===== src/rtl/img_filter_ctrl.sv =====
// Frame controller: streams a source frame into an image filter, appends zero
// flush pixels, and writes the filter results into a result memory.
module img_filter_ctrl #(
   parameter int unsigned IMG_WIDTH  = 8,
   parameter int unsigned IMG_HEIGHT = 8,
   parameter int unsigned ADDR_W     = 6,
   parameter int unsigned FLUSH_LEN  = 9
) (
   input  logic              clk,
   input  logic              reset_n,
   input  logic              start,
   input  logic [1:0]        filter_sel,
   input  logic              hold,
   output logic              rd_en,
   output logic [ADDR_W-1:0] rd_addr,
   input  logic [23:0]       rd_data,
   output logic [23:0]       flt_pixel,
   output logic              flt_valid,
   output logic [1:0]        flt_type,
   input  logic [23:0]       flt_out,
   input  logic              flt_out_valid,
   output logic              wr_en,
   output logic [ADDR_W-1:0] wr_addr,
   output logic [23:0]       wr_data,
   output logic              busy,
   output logic              done
);

   localparam int unsigned N  = IMG_WIDTH * IMG_HEIGHT;
   localparam int unsigned CW = ADDR_W + 1;
   localparam int unsigned FW = $clog2(FLUSH_LEN + 1);
   localparam logic [CW-1:0] NC   = CW'(N);
   localparam logic [CW-1:0] NM1  = CW'(N - 1);
   localparam logic [FW-1:0] FLM1 = FW'(FLUSH_LEN - 1);

   typedef enum logic [1:0] {StIdle, StFetch, StFlush, StDone} state_t;

   state_t            state_q, state_d;
   logic [CW-1:0]     rd_cnt_q, rd_cnt_d;
   logic [CW-1:0]     wr_cnt_q, wr_cnt_d;
   logic [FW-1:0]     fl_cnt_q, fl_cnt_d;
   logic              rd_pend_q, rd_pend_d;
   logic              rd_en_q, rd_en_d;
   logic [ADDR_W-1:0] rd_addr_q, rd_addr_d;
   logic [23:0]       flt_pixel_q, flt_pixel_d;
   logic              flt_valid_q, flt_valid_d;
   logic [1:0]        flt_type_q, flt_type_d;
   logic              wr_en_q, wr_en_d;
   logic [ADDR_W-1:0] wr_addr_q, wr_addr_d;
   logic [23:0]       wr_data_q, wr_data_d;
   logic              busy_q, busy_d;
   logic              done_q, done_d;

   always_ff @(posedge clk or negedge reset_n) begin
      if (!reset_n) begin
         state_q     <= StIdle;
         rd_cnt_q    <= '0;
         wr_cnt_q    <= '0;
         fl_cnt_q    <= '0;
         rd_pend_q   <= 1'b0;
         rd_en_q     <= 1'b0;
         rd_addr_q   <= '0;
         flt_pixel_q <= '0;
         flt_valid_q <= 1'b0;
         flt_type_q  <= '0;
         wr_en_q     <= 1'b0;
         wr_addr_q   <= '0;
         wr_data_q   <= '0;
         busy_q      <= 1'b0;
         done_q      <= 1'b0;
      end else begin
         state_q     <= state_d;
         rd_cnt_q    <= rd_cnt_d;
         wr_cnt_q    <= wr_cnt_d;
         fl_cnt_q    <= fl_cnt_d;
         rd_pend_q   <= rd_pend_d;
         rd_en_q     <= rd_en_d;
         rd_addr_q   <= rd_addr_d;
         flt_pixel_q <= flt_pixel_d;
         flt_valid_q <= flt_valid_d;
         flt_type_q  <= flt_type_d;
         wr_en_q     <= wr_en_d;
         wr_addr_q   <= wr_addr_d;
         wr_data_q   <= wr_data_d;
         busy_q      <= busy_d;
         done_q      <= done_d;
      end
   end

   always_comb begin
      state_d     = state_q;
      rd_cnt_d    = rd_cnt_q;
      wr_cnt_d    = wr_cnt_q;
      fl_cnt_d    = fl_cnt_q;
      rd_en_d     = 1'b0;
      rd_addr_d   = rd_addr_q;
      flt_pixel_d = flt_pixel_q;
      flt_valid_d = 1'b0;
      flt_type_d  = flt_type_q;
      wr_en_d     = 1'b0;
      wr_addr_d   = wr_addr_q;
      wr_data_d   = wr_data_q;
      done_d      = 1'b0;
      // Read data arrives the cycle after the strobe; forward it regardless of hold
      rd_pend_d   = rd_en_q;
      if (rd_pend_q) begin
         flt_pixel_d = rd_data;
         flt_valid_d = 1'b1;
      end

      unique case (state_q)
         StIdle: begin
            if (start) begin
               state_d    = StFetch;
               flt_type_d = filter_sel;
               rd_cnt_d   = '0;
               wr_cnt_d   = '0;
               fl_cnt_d   = '0;
            end
         end
         StFetch: begin
            if (!hold) begin
               rd_en_d   = 1'b1;
               rd_addr_d = rd_cnt_q[ADDR_W-1:0];
               rd_cnt_d  = rd_cnt_q + 1'b1;
               if (rd_cnt_q == NM1) state_d = StFlush;
            end
         end
         StFlush: begin
            // Zeros wait until the final source pixel has been forwarded
            if (!hold && !rd_en_q && !rd_pend_q) begin
               flt_pixel_d = '0;
               flt_valid_d = 1'b1;
               fl_cnt_d    = fl_cnt_q + 1'b1;
               if (fl_cnt_q == FLM1) state_d = StDone;
            end
         end
         StDone: begin
            done_d  = 1'b1;
            state_d = StIdle;
         end
         default: state_d = StIdle;
      endcase

      if (busy_q && flt_out_valid && (wr_cnt_q < NC)) begin
         wr_en_d   = 1'b1;
         wr_addr_d = wr_cnt_q[ADDR_W-1:0];
         wr_data_d = flt_out;
         wr_cnt_d  = wr_cnt_q + 1'b1;
      end

      busy_d = (state_d == StFetch) || (state_d == StFlush);
   end

   assign rd_en     = rd_en_q;
   assign rd_addr   = rd_addr_q;
   assign flt_pixel = flt_pixel_q;
   assign flt_valid = flt_valid_q;
   assign flt_type  = flt_type_q;
   assign wr_en     = wr_en_q;
   assign wr_addr   = wr_addr_q;
   assign wr_data   = wr_data_q;
   assign busy      = busy_q;
   assign done      = done_q;

endmodule


===== config.mk =====
export PLATFORM = sky130hd
export DESIGN_NAME = img_filter_ctrl
export DESIGN_NICKNAME = d
export VERILOG_FILES = /design/src/rtl/img_filter_ctrl.sv
export SDC_FILE = /design/constraint.sdc
export NUM_CORES = 1
export LEC_CHECK = 0
export ABC_AREA = 1
export CORE_MARGIN = 5
export CORE_UTILIZATION = 45
export DETAILED_ROUTE_END_ITERATION = 8
export GPL_TIMING_DRIVEN = 0
export PLACE_DENSITY = 0.88
export RECOVER_POWER = 100
export SLEW_MARGIN = 20
export SYNTH_ARGS = -nofsm -noshare
export SYNTH_HDL_FRONTEND = slang
export SYNTH_SLANG_ARGS = --single-unit

===== constraint.sdc =====
create_clock -name clk -period 1.75 [get_ports clk]
set_input_delay 0.35 -clock clk [delete_from_list [all_inputs] [get_ports clk]]
set_output_delay 0.35 -clock clk [all_outputs]
set_load 0.02 [all_outputs]

# After elaboration in Yosys (flattened, before gate mapping)
# Index checks and enable logic that the tools add are counted.
word_totals:
  word_cells: 72
  reg_bits: 88
  output_inout_bits: 67
classes:
  n_eq_ne: 10
  n_reduce_logical: 18
  magnitude_cmp: 1
  muxes: 24
  bitwise_logic: 1
  addsub: 3
ops:
  columns: ["op", "n"]
  rows:
  - ["2-to-1 mux 24 bit", 3]
  - ["2-to-1 mux 7 bit", 4]
  - ["adder 7 x 1 -> 7 bit, second input constant", 2]
  - ["case mux 7 bit (2 select lines)", 1]
  - ["2-to-1 mux 2 bit", 5]
  - ["2-to-1 mux 4 bit", 2]
  - ["case mux 2 bit (4 select lines)", 1]
  - ["case mux 4 bit (2 select lines)", 1]
  - ["nonzero test 2 bit", 4]
  - ["== test 7 x 6 -> 1 bit, second input constant", 1]
  - ["less-than comparator 7 bit, second input constant", 1]
  - ["2-to-1 mux 1 bit", 7]
  - ["== test 2 bit, second input constant", 3]
  - ["inequality test 2 bit, second input constant", 3]
  - ["AND reduction 2 bit", 3]
  - ["AND reduction 3 bit", 2]
  - ["adder 4 x 1 -> 4 bit, second input constant", 1]
  - ["== test 2 x 1 -> 1 bit, second input constant", 2]
  - ["== test 4 bit, second input constant", 1]
  - ["logical AND 1 bit", 4]
  - ["logical NOT 1 bit", 3]
  - ["logical NOT 2 bit", 1]
  - ["logical OR 1 bit", 1]
  - ["NOT 1 bit", 1]

# Depth between registers and ports, before layout
depth:
  depth_word: 7
  ltp_mapped: 8
  depth_no_buf: 8

# Least setup slack after synthesis
# Ideal clock, no wire load.
synth_path:
  kind: "register to register"
  from: "register rd_cnt_q[0]"
  to: "register busy_q, in the netlist busy"
  arrival_time_ps: 1112
  period_less_slack_ps: 1230
  path_stages_with_launch: 9
  required_ps: 1632
  setup_time_ps: 118
  path_buffers: 0
  setup_slack_ps: 520
  cell_sequence: "dfrtp_1 -> ha_1 -> nand2_1 -> nor2_2 -> nand3_1 -> nand2_1 -> nand3_1 -> nand2_1 -> nand2_1"
synth_between:
  elab_chain_cells: 6
synth_lines:
  columns: ["item", "line", "text"]
  rows:
  - ["start: declaration", "39", "logic [CW-1:0] rd_cnt_q, rd_cnt_d;"]
  - ["start signal: assignment", "73", "rd_cnt_q <= rd_cnt_d;"]
  - ["== test 7 x 6 -> 1 bit (*)", "126", "if (rd_cnt_q == NM1) state_d = StFlush;"]
  - ["2-to-1 mux 2 bit (*)", "126", null]
  - ["2-to-1 mux 2 bit (*)", "122", "if (!hold) begin"]
  - ["case mux 2 bit (4 select lines) (*)", "111", "unique case (state_q)"]
  - ["named net state_d[0]", "38", "state_t state_q, state_d;"]
  - ["== test 2 x 1 -> 1 bit / == test 2 bit (equally long branches)", "152", "busy_d = (state_d == StFetch) || (state_d == StFlush);"]
  - ["logical OR 1 bit (*)", "152", null]
  - ["named net busy_d", "51", "logic busy_q, busy_d;"]
  - ["end signal: assignment", "85", "busy_q <= busy_d;"]
  - ["end: declaration", "51", null]
# The timed path passes the listed nets; every way through them passes the cells marked *.
# A chain may end at the register's enable or synchronous reset.

# Final worst setup path
layout_path:
  from: "register wr_data_q[12], in the netlist wr_data[12]"
  to: "output port wr_data[12]"
layout_rtl:
  columns: ["item", "line", "text"]
  rows:
  - ["start: declaration", "50", "logic [23:0] wr_data_q, wr_data_d;"]
  - ["start signal: assignment", "84", "wr_data_q <= wr_data_d;"]
  - ["end: declaration", "24", "output logic [23:0] wr_data,"]
# No word-level cell between the ends.

==> flow_summary.json <==
{
  "outcome": "finished clean",
  "final_cell_mix": "223 x nand2_1, 118 x clkdlybuf4s50_1, 88 x dfrtp_1",
  "synthTopCellsByArea": "dfrtp_1 58%, nand2_1 22%, inv_1 4.9%",
  "finalSetupTns_ns": 0,
  "min_to": "rd_pend_q",
  "power_w": 0.00878,
  "rsz0062_at_grt": "false",
  "fin_ws_ns": 0.0401,
  "fp.dieW_um": 102,
  "critPathTopFamily": "buffers and inverters",
  "rows": 33,
  "port_buffers": 121,
  "synth_top_cell_area_share_pct": 58.1,
  "nNetsFinal": 649,
  "grt_pass1_wl_mm": 15.6,
  "post-place-ws_ns": 0.0884,
  "grt_pass1_vias": 3391,
  "cts_root_buffer": "clkbuf_8",
  "gr-total-overflow": 0,
  "postSynthCellCount": 456,
  "register_area_um2": 2200,
  "r2r-end": "busy",
  "fp.coreArea_um2": 8220,
  "setup_viol": 0,
  "max_slew.worst_pin.slew_ns": 0.794,
  "reg2reg_slack_ns": 0.21,
  "max_stage_delay_ns": 0.64,
  "leakage_nw": 2.77,
  "cts_tree": "yes",
  "areaGrowthSynthToFinish_pct": 39.6,
  "synth-warning-count": 0,
  "period_share_pct": 97.7,
  "path_buf_inv": 1,
  "cp.arrival_ns": 1.36,
  "syn_area_per_cell_um2": 8.31,
  "hold_class": "flop to flop",
  "cts_buffers": 9,
  "cts_sinks": 88,
  "seq_power_share_pct": 37.9,
  "fillers": 711,
  "syn_nets": 515,
  "crit_fanout": 2,
  "switchingPower_w": 0.00352,
  "wire_per_inst_um": 13.2,
  "dr.first_iter.drc_count": 114,
  "io_pins": 122,
  "synth.distinct_cells": 26,
  "fin_skew_ns": 0.0112,
  "grt_max_degree": 59,
  "final_area_um2": 5290,
  "clock_power_share_pct": 15.6,
  "p_comb_share_pct": 46.5,
  "place_area_um2": 5150,
  "num_antenna_cells": 0,
  "drv_cap": 0,
  "via_per_inst": 4.66,
  "startpoint_type": "flop",
  "hold_viol_final": 0,
  "slew_violations": 0,
  "postCtsSetupRepairBufs": 0,
  "synth.cell_area_um2": 3790,
  "r2r-start": "rd_cnt_q[0]",
  "die-area_um2": 10400,
  "drc": 0,
  "wirelength_mm": 9.22,
  "p_per_area_nw_per_um2": 1660,
  "cp-startpoint": "wr_data[12]",
  "cp.required_ns": 1.40,
  "hold_depth": 0,
  "final_common_cell": "nand2_1",
  "ctsHtreeMaxLevel": 3,
  "min_period_ns": 1.71,
  "r2r_cells": 8,
  "relSlewSlack_pct": 47.1,
  "clk_pin_slew_ns": 0.09,
  "vias": 3257,
  "worst_skew_pair.late_latency_ns": 0.35,
  "grt_use_total_pct": 18.8,
  "clk_path_buf_depth": 2,
  "fmax_mhz": 585,
  "start_util_pct": 46.1,
  "cp_slowest_cell": "clkdlybuf4s50_1",
  "synth_seq_cells": 88,
  "ys_seq_area_share_pct": 58.1,
  "min-delay-start": "rd_en",
  "layout-drive-gt1-share_pct": 5.22,
  "place_congestion": 0.871,
  "p_sw_share_pct": 40.1,
  "ir_worst_vdd_mv": 1.01,
  "die_h_um": 102,
  "cp-end-kind": "primary output",
  "synth_top_area_cell": "dfrtp_1",
  "worstPathCellList": "clkdlybuf4s50_1",
  "drtAntennaViolNets": 0,
  "drt_pass1_iterations": 4,
  "multiInputGateArea_um2": 1250,
  "p_int_w": 0.00525,
  "dp_hpwl_mm": 7.04,
  "grt_antenna_before_repair": 0,
  "critPathKind": "flop to primary output"
}
state kept, by name, indices dropped and copies added (netlist names):
signal / flops
state_q: 2
wr_data: 24
wr_en: 1
rd_pend_q: 1
flt_type: 2
rd_en: 1
busy: 1
flt_pixel: 24
fl_cnt_q: 4
rd_cnt_q: 7
flt_valid: 1
wr_addr: 6
wr_cnt_q: 7
rd_addr: 6
done: 1
worst reg2reg max path: cells and delay by family (launching register included):
kind	cells	cell delay [ns]
fa+ha+maj	1	0.21
flops	1	0.50
simple gates	7	0.71
cell families after synthesis:
kind of cell,share of synthesized area (%)
AOI/OAI and AO/OA,4.13
xor gates and xnor gates,0.231
adders and majority gates,1.32
buffers and inverters,7.70
DFF,58.1
and+or+nand+nor,28.5
cell usage after synthesis:
master,count
a21oi_1,5
ha_1,4
clkinv_2,1
nor2_1,10
o211ai_1,1
buf_4,2
nor2_2,1
o21ai_0,20
nand2_4,1
clkbuf_1,3
nand3_1,16
nor3_1,2
buf_2,10
nand4_1,4
o21ai_1,1
inv_2,4
o22ai_1,3
xor2_1,1
nor2_4,2
nand2_2,3
nand3_4,1
dfrtp_1,88
buf_6,1
nand3_2,2
nand2_1,221
inv_1,49
how the worst max path moves through the flow:
stage | end | depth (start not counted)
final | wr_data[12] | 1
after floorplan | busy | 8
after CTS | rd_en | 1
after detailed placement | flt_pixel[18] | 6
after global placement | wr_data[18] | 1
after global routing | flt_pixel[0] | 1
area by class of cell:
type / instances / area share, %
well taps: 105 / 2.49
clock inverters: 6 / 1.33
clock buffers: 9 / 2.34
inverters: 54 / 3.86
plain buffers: 16 / 1.33
multi-input cells: 298 / 23.7
repair buffers: 123 / 23.3
flip-flops and latches: 88 / 41.7
routing by layer:
layer / vias to the layer above / wire length [um] / GRT usage [%]
li1: 1644 / - / -
met1: 1487 / 3850 / 23.3
met2: 110 / 4500 / 31.9
met3: 16 / 708 / 4.89
met4: 0 / 163 / 6.65
met5: - / 0 / 0
power by group through the flow:
| stage | Sequential, W | Combinational [W] | Clock, W |
|---|---|---|---|
| after floorplan | 0.00414 | 0.00139 | 0 |
| after global placement | 0.00332 | 0.00407 | 0 |
| after detailed placement | 0.00337 | 0.00419 | 0 |
| after CTS | 0.00333 | 0.00422 | 0.00141 |
| after global routing | 0.00344 | 0.00449 | 0.00151 |
| final | 0.00333 | 0.00408 | 0.00137 |
stage by stage:
| stage | std cells | hold slack (ns) | utilization (%) |
|---|---|---|---|
| 2_1_floorplan | 456 | 0.0544 | - |
| 3_3_place_gp | 682 | 0.413 | 62.4 |
| 3_5_place_dp | 683 | 0.308 | 62.7 |
| 4_1_cts | 699 | 0.438 | 65.2 |
| 5_1_grt | 699 | 0.460 | 64.3 |
| 6_report | 699 | 0.438 | 64.3 |
timing repair:
item / 4_1_cts / 5_1_grt
gates resized for setup: 0 / 2
hold buffers: 1 / 0
endpoints found under the setup margin: 0 / 2
endpoints found under the hold margin: 30 / 0
Power figures use the tool's default switching activity.
